==> config.mk <==
export PLATFORM = sky130hd
export DESIGN_NAME = yasu_drawer_flat
export DESIGN_NICKNAME = d
export VERILOG_FILES = /design/src/rtl/yasu_drawer_if.sv /design/src/rtl/yasu_drawer.sv /design/src/flat_wrapper.sv
export SDC_FILE = /design/constraint.sdc
export NUM_CORES = 1
export LEC_CHECK = 0
export ABC_AREA = 1
export CAP_MARGIN = 15
export CORE_MARGIN = 4
export CORE_UTILIZATION = 35
export DETAILED_ROUTE_END_ITERATION = 10
export MAX_ROUTING_LAYER = met4
export PLACE_DENSITY_LB_ADDON = 0.25
export RECOVER_POWER = 50
export SKIP_CTS_REPAIR_TIMING = 1
export SLEW_MARGIN = 15
export SYNTH_ARGS = -nofsm -noshare
export SYNTH_HDL_FRONTEND = slang
export SYNTH_SLANG_ARGS = --single-unit
==> constraint.sdc <==
create_clock -name clk -period 3.5 [get_ports clk]
set_input_delay 0.7 -clock clk [delete_from_list [all_inputs] [get_ports clk]]
set_output_delay 0.7 -clock clk [all_outputs]
set_load 0.05 [all_outputs]
==> src/rtl/yasu_drawer_if.sv <==
// Signal bundle between the frame-update engine, the game logic, the
// character sprite lookup and the VGA adapter.
interface yasu_drawer_if;
    logic       start;
    logic [7:0] new_x;
    logic [6:0] new_y;
    logic [7:0] pix_x;
    logic [6:0] pix_y;
    logic [7:0] spr_x;
    logic [6:0] spr_y;
    logic [2:0] spr_color;
    logic [7:0] vga_x;
    logic [6:0] vga_y;
    logic [2:0] vga_colour;
    logic       plot;
    logic       busy;
    logic       done;

    modport slave (
        input  start, new_x, new_y, spr_color,
        output pix_x, pix_y, spr_x, spr_y, vga_x, vga_y, vga_colour, plot, busy, done
    );

    modport master (
        output start, new_x, new_y, spr_color,
        input  pix_x, pix_y, spr_x, spr_y, vga_x, vga_y, vga_colour, plot, busy, done
    );
endinterface

==> src/rtl/yasu_drawer.sv <==
// Frame-update engine: erases the sprite box at the previous anchor with the
// background colour, then rasterises it at the new anchor, one VGA write per cycle.
module yasu_drawer #(
    parameter int         BOX_W    = 16,
    parameter int         BOX_H    = 32,
    parameter logic [2:0] BG_COLOR = 3'b111,
    parameter int         SCREEN_W = 160
) (
    input  logic          clk,
    input  logic          resetn,
    yasu_drawer_if.slave  bus
);

    localparam logic [3:0] CX_LAST = 4'(BOX_W - 1);
    localparam logic [4:0] CY_LAST = 5'(BOX_H - 1);
    localparam logic [8:0] X_LIMIT = 9'(SCREEN_W);

    typedef enum logic [1:0] {
        ST_IDLE  = 2'd0,
        ST_ERASE = 2'd1,
        ST_DRAW  = 2'd2,
        ST_DONE  = 2'd3
    } state_t;

    state_t     state_q, state_d;
    logic [7:0] cur_x_q, cur_x_d, old_x_q, old_x_d;
    logic [6:0] cur_y_q, cur_y_d, old_y_q, old_y_d;
    logic       have_old_q, have_old_d;
    logic [3:0] cx_q, cx_d;
    logic [4:0] cy_q, cy_d;

    logic [7:0] vga_x_q;
    logic [6:0] vga_y_q;
    logic [2:0] vga_colour_q;
    logic       plot_q, busy_q, done_q;

    logic       erase_s, active_s, last_pix_s, clip_s, plot_d;
    logic [7:0] anchor_x_s, pix_x_s;
    logic [6:0] anchor_y_s, pix_y_s;
    logic [8:0] x_sum_s;
    logic [2:0] colour_d;

    // Pixel address, clipping and colour for the current counter slot.
    always_comb begin
        erase_s    = (state_q == ST_ERASE);
        active_s   = erase_s || (state_q == ST_DRAW);
        last_pix_s = (cx_q == CX_LAST) && (cy_q == CY_LAST);
        anchor_x_s = erase_s ? old_x_q : cur_x_q;
        anchor_y_s = erase_s ? old_y_q : cur_y_q;
        // Nine-bit sum so a box straddling x=255 cannot wrap back on screen.
        x_sum_s    = {1'b0, anchor_x_s} + {5'd0, cx_q};
        pix_x_s    = x_sum_s[7:0];
        pix_y_s    = anchor_y_s - {2'd0, cy_q};
        clip_s     = (x_sum_s >= X_LIMIT) || ({2'd0, cy_q} > anchor_y_s);
        plot_d     = active_s && !clip_s;
        colour_d   = erase_s ? BG_COLOR : bus.spr_color;
    end

    // Sequencer next state: anchor latching, box scan and phase changes.
    always_comb begin
        state_d    = state_q;
        cur_x_d    = cur_x_q;
        cur_y_d    = cur_y_q;
        old_x_d    = old_x_q;
        old_y_d    = old_y_q;
        have_old_d = have_old_q;
        cx_d       = cx_q;
        cy_d       = cy_q;

        if (active_s) begin
            if (cx_q == CX_LAST) begin
                cx_d = 4'd0;
                cy_d = cy_q + 5'd1;
            end else begin
                cx_d = cx_q + 4'd1;
            end
        end else begin
            cx_d = cx_q;
        end

        case (state_q)
            ST_IDLE: begin
                if (bus.start) begin
                    old_x_d = cur_x_q;
                    old_y_d = cur_y_q;
                    cur_x_d = bus.new_x;
                    cur_y_d = bus.new_y;
                    cx_d    = 4'd0;
                    cy_d    = 5'd0;
                    state_d = have_old_q ? ST_ERASE : ST_DRAW;
                end else begin
                    state_d = ST_IDLE;
                end
            end
            ST_ERASE: begin
                if (last_pix_s) begin
                    cx_d    = 4'd0;
                    cy_d    = 5'd0;
                    state_d = ST_DRAW;
                end else begin
                    state_d = ST_ERASE;
                end
            end
            ST_DRAW: begin
                if (last_pix_s) begin
                    cx_d       = 4'd0;
                    cy_d       = 5'd0;
                    have_old_d = 1'b1;
                    state_d    = ST_DONE;
                end else begin
                    state_d = ST_DRAW;
                end
            end
            ST_DONE: begin
                state_d = ST_IDLE;
            end
            default: begin
                state_d = ST_IDLE;
            end
        endcase
    end

    // Sequencer state and anchor registers.
    always_ff @(posedge clk or negedge resetn) begin
        if (!resetn) begin
            state_q    <= ST_IDLE;
            cur_x_q    <= 8'd0;
            cur_y_q    <= 7'd0;
            old_x_q    <= 8'd0;
            old_y_q    <= 7'd0;
            have_old_q <= 1'b0;
            cx_q       <= 4'd0;
            cy_q       <= 5'd0;
        end else begin
            state_q    <= state_d;
            cur_x_q    <= cur_x_d;
            cur_y_q    <= cur_y_d;
            old_x_q    <= old_x_d;
            old_y_q    <= old_y_d;
            have_old_q <= have_old_d;
            cx_q       <= cx_d;
            cy_q       <= cy_d;
        end
    end

    // Write pipeline stage and status flags; flags follow the next state so
    // they line up with the state they describe.
    always_ff @(posedge clk or negedge resetn) begin
        if (!resetn) begin
            vga_x_q      <= 8'd0;
            vga_y_q      <= 7'd0;
            vga_colour_q <= 3'd0;
            plot_q       <= 1'b0;
            busy_q       <= 1'b0;
            done_q       <= 1'b0;
        end else begin
            vga_x_q      <= pix_x_s;
            vga_y_q      <= pix_y_s;
            vga_colour_q <= colour_d;
            plot_q       <= plot_d;
            busy_q       <= (state_d != ST_IDLE);
            done_q       <= (state_d == ST_DONE);
        end
    end

    assign bus.pix_x      = pix_x_s;
    assign bus.pix_y      = pix_y_s;
    assign bus.spr_x      = cur_x_q;
    assign bus.spr_y      = cur_y_q;
    assign bus.vga_x      = vga_x_q;
    assign bus.vga_y      = vga_y_q;
    assign bus.vga_colour = vga_colour_q;
    assign bus.plot       = plot_q;
    assign bus.busy       = busy_q;
    assign bus.done       = done_q;

endmodule

==> src/flat_wrapper.sv <==
// flat-port wrapper written by rule: the top's interface ports become plain ports
module yasu_drawer_flat 
#(
    parameter int         BOX_W    = 16,
    parameter int         BOX_H    = 32,
    parameter logic [2:0] BG_COLOR = 3'b111,
    parameter int         SCREEN_W = 160
)
  (clk, resetn, bus_start, bus_new_x, bus_new_y, bus_spr_color, bus_pix_x, bus_pix_y, bus_spr_x, bus_spr_y, bus_vga_x, bus_vga_y, bus_vga_colour, bus_plot, bus_busy, bus_done);
  yasu_drawer_if bus_i ();
  input  logic clk;
  input  logic resetn;
  input wire logic [$bits(bus_i.start)-1:0] bus_start;
  input wire logic [$bits(bus_i.new_x)-1:0] bus_new_x;
  input wire logic [$bits(bus_i.new_y)-1:0] bus_new_y;
  input wire logic [$bits(bus_i.spr_color)-1:0] bus_spr_color;
  output wire logic [$bits(bus_i.pix_x)-1:0] bus_pix_x;
  output wire logic [$bits(bus_i.pix_y)-1:0] bus_pix_y;
  output wire logic [$bits(bus_i.spr_x)-1:0] bus_spr_x;
  output wire logic [$bits(bus_i.spr_y)-1:0] bus_spr_y;
  output wire logic [$bits(bus_i.vga_x)-1:0] bus_vga_x;
  output wire logic [$bits(bus_i.vga_y)-1:0] bus_vga_y;
  output wire logic [$bits(bus_i.vga_colour)-1:0] bus_vga_colour;
  output wire logic [$bits(bus_i.plot)-1:0] bus_plot;
  output wire logic [$bits(bus_i.busy)-1:0] bus_busy;
  output wire logic [$bits(bus_i.done)-1:0] bus_done;
  assign bus_i.start = bus_start;
  assign bus_i.new_x = bus_new_x;
  assign bus_i.new_y = bus_new_y;
  assign bus_i.spr_color = bus_spr_color;
  assign bus_pix_x = bus_i.pix_x;
  assign bus_pix_y = bus_i.pix_y;
  assign bus_spr_x = bus_i.spr_x;
  assign bus_spr_y = bus_i.spr_y;
  assign bus_vga_x = bus_i.vga_x;
  assign bus_vga_y = bus_i.vga_y;
  assign bus_vga_colour = bus_i.vga_colour;
  assign bus_plot = bus_i.plot;
  assign bus_busy = bus_i.busy;
  assign bus_done = bus_i.done;
  yasu_drawer #(.BOX_W(BOX_W), .BOX_H(BOX_H), .BG_COLOR(BG_COLOR), .SCREEN_W(SCREEN_W)) u_core (.clk(clk), .resetn(resetn), .bus(bus_i));
endmodule
==> impl_results.md, run 1 <==
* Post-Synth Adder-Cell Area at 8.21%
* Wl on met1 at 3460 µm
* Post-DR vias/cell at 4.59
* Endpoint class of the critical path: output port
* GRT Total Usage at 15.4%
* Area grow syn2layout at 41.1%
* Final wirelength at 7230 µm
* Post-synthesis xor/xnor area fraction at 1.99%
* First-pass GRT wire length at 12100 µm
* Layout cells sized above 1 at 15.9%
* Buffers and inverters on the worst path at 4
* DRC at 0
* Slew HR at -27.4%
* Starting density of the core at 36.7%
* Tcrit/Tclk final at 95.1%
* Max stage delay on crit path at 430 ps
* Max Slew Vio Count at 37
* Total CTS buffers at 9
* Largest family of logic cells by synthesized area: simple AND/OR/NAND/NOR gates
* Die X at 102 µm
* CP max FO at 13
* Vias in the first global route at 2528
* CP cell instances: ha_4 > buf_12 > o21ai_0 > inv_1 > fa_2 > nand3b_1 > a21oi_2 > nand2_1 > nand2_1 > inv_2 > buf_12
* Slowest cell on crit path: dfrtp_1
* Synth unique cells at 30
* Clock Sinks at 63
* Ant. Diodes at 0
* Post-synthesis compound-gate area fraction at 11.1%
* RePlAce Congestion at 0.899
* Met3 routed WL at 306 µm
* Die H at 102 µm
* I/O pin count at 72
* Total grt overflow at 0
* Register area share after synthesis at 51.2%
* Fmax at 300 MHz
* Mux share of post-synthesis cell area at 0.732%
* Avg Cell Area, Syn at 8.97 µm²
* Max Cap Viol at 1
* Share of the synthesized area in the top cell type at 51.2%
* Routed WL per cell at 13.4 µm
* Gate Count Post-Synth at 343
* Largest net degree at the start of global routing at 37
* Synthesis Warnings at 0
* FP Rows at 33
* Vias at 2480
* Worst Setup Path Type: reg -> out
* CTS H-tree depth at 3
* Finish-stage setup viols at 0
* DIE AREA at 10400 µm²
* Mapped Area at 3080 µm²
* Violated checks: capacitance limit, slew limit
* Bufs on Longest Clock Path at 2
* Final hold vios at 0
* Req. time, crit path at 2800 ps
* Drt pass-1 iters at 4
* Footprint of the multi-input gates at 1300 µm²
* Arrival @ worst endpoint at 2630 ps
* Largest area contributor in the netlist: dfrtp_1
* Final ANT Viol Nets at 0
* Synth area leaders: dfrtp_1, nand2_1, ha_1
* Startpoint Class: register
* Actual slew at the worst max-slew pin at 1910 ps
* Synthesized Nets at 383
* FF+latch area at 1580 µm²
* Fill cell count at 789
* Simple-gate share of the synthesized area at 18.4%
* Worst hold path type: reg -> reg
* Metal2 WL at 3350 µm
* Crit-path leading delay family: adder cells
* Top sig layer: met4
* Worst-Skew Late Latency at 330 ps
* Minimum clock period at 3330 ps
* Nets at 470
* Initial antenna violation count at 0
* Worst hold slack at 486 ps
* Placed wire-length estimate at 5460 µm
* Worst-path clk slew at 70 ps
* Outcome: finished, violations left
* # port buffers at 71
* 1st-iter DRT viols at 95
* Core box area at 8380 µm²
* Root buf cell: clkbuf_8
* Clock Skew at 6.24 ps
* CTS tree: built
* Flops & latches, synth at 63
[tightest hold or removal path, delay by kind of cell (launching register included)]
kind               cells  cell delay, ps
AOI/OAI and AO/OA      1              50
and+or+nand+nor        1              50
DFF                    1             350
[state kept, by name, summed over array words and instances (netlist names), 2 cells and up]
name and count:
u_core.bus.vga_y 7, u_core.state_q 2, u_core.cy_q 5, u_core.old_x_q 8, u_core.bus.spr_y 7, u_core.bus.vga_x 8, u_core.cx_q 4, u_core.bus.spr_x 8
u_core.old_y_q 7, u_core.bus.vga_colour 3
[layout by cell type, fill, tap and decap left out, types with 3 or more instances in the layout]
cell and instances:
buf_12 13, buf_4 12, ha_1 15, nand2_2 4, a21oi_2 3, nor2_1 30, inv_2 3, inv_1 48
nand3_1 12, nor3_1 3, nand4_1 3, clkbuf_8 9, o21ai_1 3, a21oi_1 23, nand2_1 60, or2_2 3
clkdlybuf4s50_1 54, clkbuf_1 9, o21ai_0 30, o21ai_2 3, xor2_1 4, dfrtp_1 63
[kinds of logic (layout without fill, tap and decap cells)]
group	after synthesis	in the layout
simple gates	126	126
compound gates	64	64
flops	63	63
buf+inv	62	154
fa+ha+maj	19	19
xor+xnor	7	7
mux	2	2
[cell usage after synthesis]
cell and number:
ha_1 17, buf_6 1, o21ai_2 2, nand3_2 1
mux2_2 2, nand2_2 4, nor2_4 2, or2_1 2
inv_6 1, a211oi_1 1, or2_2 3, a21oi_2 3
nand3_1 13, inv_1 50, xnor2_1 2, nand2_1 60
dfrtp_1 63, xor2_1 5, nand4_1 3, fa_1 2
buf_4 1, nand3b_1 2, clkbuf_1 3, o21ai_0 34
nor3_1 3, nand2_4 2, buf_2 5, nor2_1 31
a21oi_1 24, inv_2 1
[per-layer routing]
| metal | global-route usage, % | up-vias |
|---|---|---|
| li1 | - | 1262 |
| met1 | 20.7 | 1156 |
| met2 | 23.0 | 55 |
| met3 | 2.96 | 7 |
| met4 | 6.13 | 0 |
| met5 | - | - |
[through the flow]
| step | std cells | utilization [%] | instance area (µm²) | worst slack, ps | setup TNS, ps |
|---|---|---|---|---|---|
| final | 540 | 51.8 | 4340 | 172 | 0 |
| after global routing | 540 | 51.8 | 4340 | -21.1 | -30.0 |
| after CTS | 531 | 50.4 | 4220 | -198 | -514 |
| after detailed placement | 515 | 47.9 | 4020 | 173 | 0 |
| after global placement | 515 | 47.9 | 4020 | 270 | 0 |
| after floorplan | 343 | - | 3080 | 2.38 | 0 |
[final cells by class]
cell class              instances  share of cell area (%)
repair buffers                 86                    21.3
clock buffers                  12                    3.11
multi-input cells             218                    30.0
clock inverters                 4                    1.61
inverters                      52                    4.61
well taps                     105                    3.03
flip-flops and latches         63                    36.3
[final timing paths]
check | start | endpoint | slack, ps | cells after the start
min in group asynchronous | resetn | u_core.bus.spr_y[2]$_DFFE_PN0P_ | 890 | 1
setup / recovery | u_core.state_q[0]$_DFF_PN0_ | bus_pix_x[6] | 170 | 11
hold / removal | u_core.old_y_q[6]$_DFFE_PN0P_ | u_core.old_y_q[6]$_DFFE_PN0P_ | 490 | 2
setup reg to reg | u_core.state_q[0]$_DFF_PN0_ | u_core.old_x_q[7]$_DFFE_PN0P_ | 1080 | 5
hold reg to reg | u_core.old_y_q[6]$_DFFE_PN0P_ | u_core.old_y_q[6]$_DFFE_PN0P_ | 490 | 2
max in group asynchronous | resetn | u_core.bus.vga_colour[0]$_DFF_PN0_ | 1110 | 2
Power of run 1 is not shown: default switching activity piles up to over one toggle a cycle in this logic, so the estimate is an artifact.
==> run 2, diff against run 1 <==
--- a/config.mk
+++ b/config.mk
@@ -12,7 +12,6 @@
 export DETAILED_ROUTE_END_ITERATION = 10
 export MAX_ROUTING_LAYER = met4
 export PLACE_DENSITY_LB_ADDON = 0.25
-export RECOVER_POWER = 50
 export SKIP_CTS_REPAIR_TIMING = 1
 export SLEW_MARGIN = 15
 export SYNTH_ARGS = -nofsm -noshare
==> run 2 against run 1 <==
The flow now finishes without violations. Global-route usage unchanged. Sequential share of layout area fell by 0.22 points. Clock-buffer cell count unchanged. Highest routed layer unchanged.
==> impl_results.md, run 2 (synthesis gave the netlist of run 1 again) <==
* Worst-path clk slew at 70 ps (about the same)
* Total CTS buffers at 9 (unchanged)
* Fin worst setup slack at 169 ps (was 172 ps)
* Most frequent cells in the layout: dfrtp_1, nand2_1, clkdlybuf4s50_1 (unchanged)
* Worst reg2reg path endpoint: u_core.bus.plot$_DFF_PN0_ (was u_core.old_x_q[7]$_DFFE_PN0P_)
* Final ANT Viol Nets at 0 (unchanged)
* Die X at 102 µm (unchanged)
* Largest net degree at the start of global routing at 37 (unchanged)
* Reg-to-reg startpoint: u_core.state_q[0]$_DFF_PN0_ (unchanged)
* Max Cap Viol at 0 (was 1)
* Starting density of the core at 36.7% (unchanged)
* R2R setup slack at 1170 ps (was 1080 ps)
* Finish-stage setup viols at 0 (unchanged)
* Final wirelength at 7200 µm (was 7230 µm)
* Startpoint Class: register (unchanged)
* Dpl cells at 515 (unchanged)
* R2R depth at 11 (was 5)
* Area grow syn2layout at 41.9% (was 41.1%)
* Vias at 2471 (was 2480)
* Pre-CTS setup slack at 173 ps (unchanged)
* Minimum clock period at 3330 ps (about the same)
* Worst Setup Path Type: reg -> out (unchanged)
* Routed WL per cell at 13.3 µm (was 13.4 µm)
* Arrival @ worst endpoint at 2630 ps (about the same)
* Worst-Skew Late Latency at 330 ps (about the same)
* CP max FO at 13 (unchanged)
* Slowest cell on crit path: dfrtp_1 (unchanged)
* Endpoint class of the critical path: output port (unchanged)
* CP cell instances: ha_4 > buf_12 > o21ai_0 > inv_1 > fa_2 > nand3b_1 > a21oi_2 > nand2_1 > nand2_1 > inv_2 > buf_12 (unchanged)
* CTS H-tree depth at 3 (unchanged)
* Layout cells sized above 1 at 17.7% (was 15.9%)
* # port buffers at 71 (unchanged)
* Vias in the first global route at 2528 (unchanged)
* Placed wire-length estimate at 5460 µm (unchanged)
* RePlAce Congestion at 0.899 (unchanged)
* DIE AREA at 10400 µm² (unchanged)
* Actual slew at the worst max-slew pin at 956 ps (was 1910 ps)
* Post-DR vias/cell at 4.58 (was 4.59)
* CTS tree: built (unchanged)
* Root buf cell: clkbuf_8 (unchanged)
* Clock Sinks at 63 (unchanged)
* Initial antenna violation count at 0 (unchanged)
* Design area at 4370 µm² (was 4340 µm²)
* Ant. Diodes at 0 (unchanged)
* Core box area at 8380 µm² (unchanged)
* 1st-iter DRT viols at 109 (was 95)
* Total grt overflow at 0 (unchanged)
* Commonest non-fill, non-tap cell in the layout: dfrtp_1 (unchanged)
* Die H at 102 µm (unchanged)
* Worst hold path type: in -> async (was reg -> reg)
* Placed inst area at 4020 µm² (unchanged)
* Fill cell count at 784 (was 789)
* Fmax at 300 MHz (about the same)
* Slew HR at 35.6% (was -27.4%)
* Drt pass-1 iters at 5 (was 4)
* Max Slew Vio Count at 0 (was 37)
* Cell Count, Final, Fillers Out at 540 (unchanged)
* Outcome: finished, final reports clean (was finished, violations left)
* I/O pin count at 72 (unchanged)
* First-pass GRT wire length at 12100 µm (unchanged)
* FP Rows at 33 (unchanged)
* GRT Total Usage at 15.4% (unchanged)
* DRC at 0 (unchanged)
* Tcrit/Tclk final at 95.2% (was 95.1%)
* Final hold vios at 0 (unchanged)
* Max stage delay on crit path at 420 ps (was 430 ps)
* Bufs on Longest Clock Path at 2 (unchanged)
* Clock Skew at 7.86 ps (was 6.24 ps)
* Nets at 470 (unchanged)
* Req. time, crit path at 2800 ps (about the same)
-- run 2: changes by cell type in the layout (fill, tap and decap cells not counted) --
cell | previous run | this run
a21oi_1 | 23 | 22
clkdlybuf4s50_1 | 54 | 55
dlygate4sd3_1 | 1 | 0
clkbuf_1 | 9 | 3
a21oi_2 | 3 | 4
buf_2 | 0 | 1
nand2_2 | 4 | 5
buf_4 | 12 | 17
nand2_1 | 60 | 59
-- run 2: layout make-up --
class                           instances  area (µm²)  share of cell area (%)
Sequential cell                        63        1580                    36.1
Multi-Input combinational cell        218        1310                    30.0
Timing Repair Buffer                   86         943                    21.6
Inverter                               52         200                    4.58
Clock buffer                           12         135                    3.09
Tap cell                              105         131                    3.01
Clock inverter                          4        70.1                    1.60
-- run 2: how the worst max path moves through the flow --
stage / slack (ps) / endpoint / depth (start not counted) / startpoint
finish: 170 / bus_pix_x[6] / 11 / u_core.state_q[0]$_DFF_PN0_
global route: -20 / bus_pix_x[6] / 14 / u_core.state_q[1]$_DFF_PN0_
CTS: -200 / bus_pix_x[6] / 14 / u_core.state_q[1]$_DFF_PN0_
detailed placement: 170 / bus_pix_x[6] / 14 / u_core.state_q[1]$_DFF_PN0_
global placement: 270 / bus_pix_x[6] / 14 / u_core.state_q[1]$_DFF_PN0_
floorplan: 2 / bus_pix_x[4] / 14 / u_core.state_q[1]$_DFF_PN0_
-- run 2: routing by layer --
layer	global-route usage, %	up-vias	part of all wire, %
li1	-	1263	-
met3	2.96	9	4.0
met1	20.7	1139	48
met4	6.13	0	1.8
met2	23.0	60	46
met5	-	-	0
-- run 2: critical path, delay by kind of cell (launching register included) --
kind                       cells  cell delay (ps)
adders and majority gates      2              590
buffers and inverters          4              450
AOI/OAI and AO/OA              2              440
DFF                            1              420
and+or+nand+nor                3              380
-- run 2: per-stage QoR --
| stage | utilization [%] | TNS (ps) | hold slack, ps |
|---|---|---|---|
| 2_1_floorplan | - | 0 | 404 |
| 3_3_place_gp | 47.9 | 0 | 464 |
| 3_5_place_dp | 47.9 | 0 | 474 |
| 4_1_cts | 50.4 | -514 | 470 |
| 5_1_grt | 52.1 | -30.2 | 502 |
| 6_report | 52.1 | 0 | 452 |
Power of run 2 is left out for the same reason.
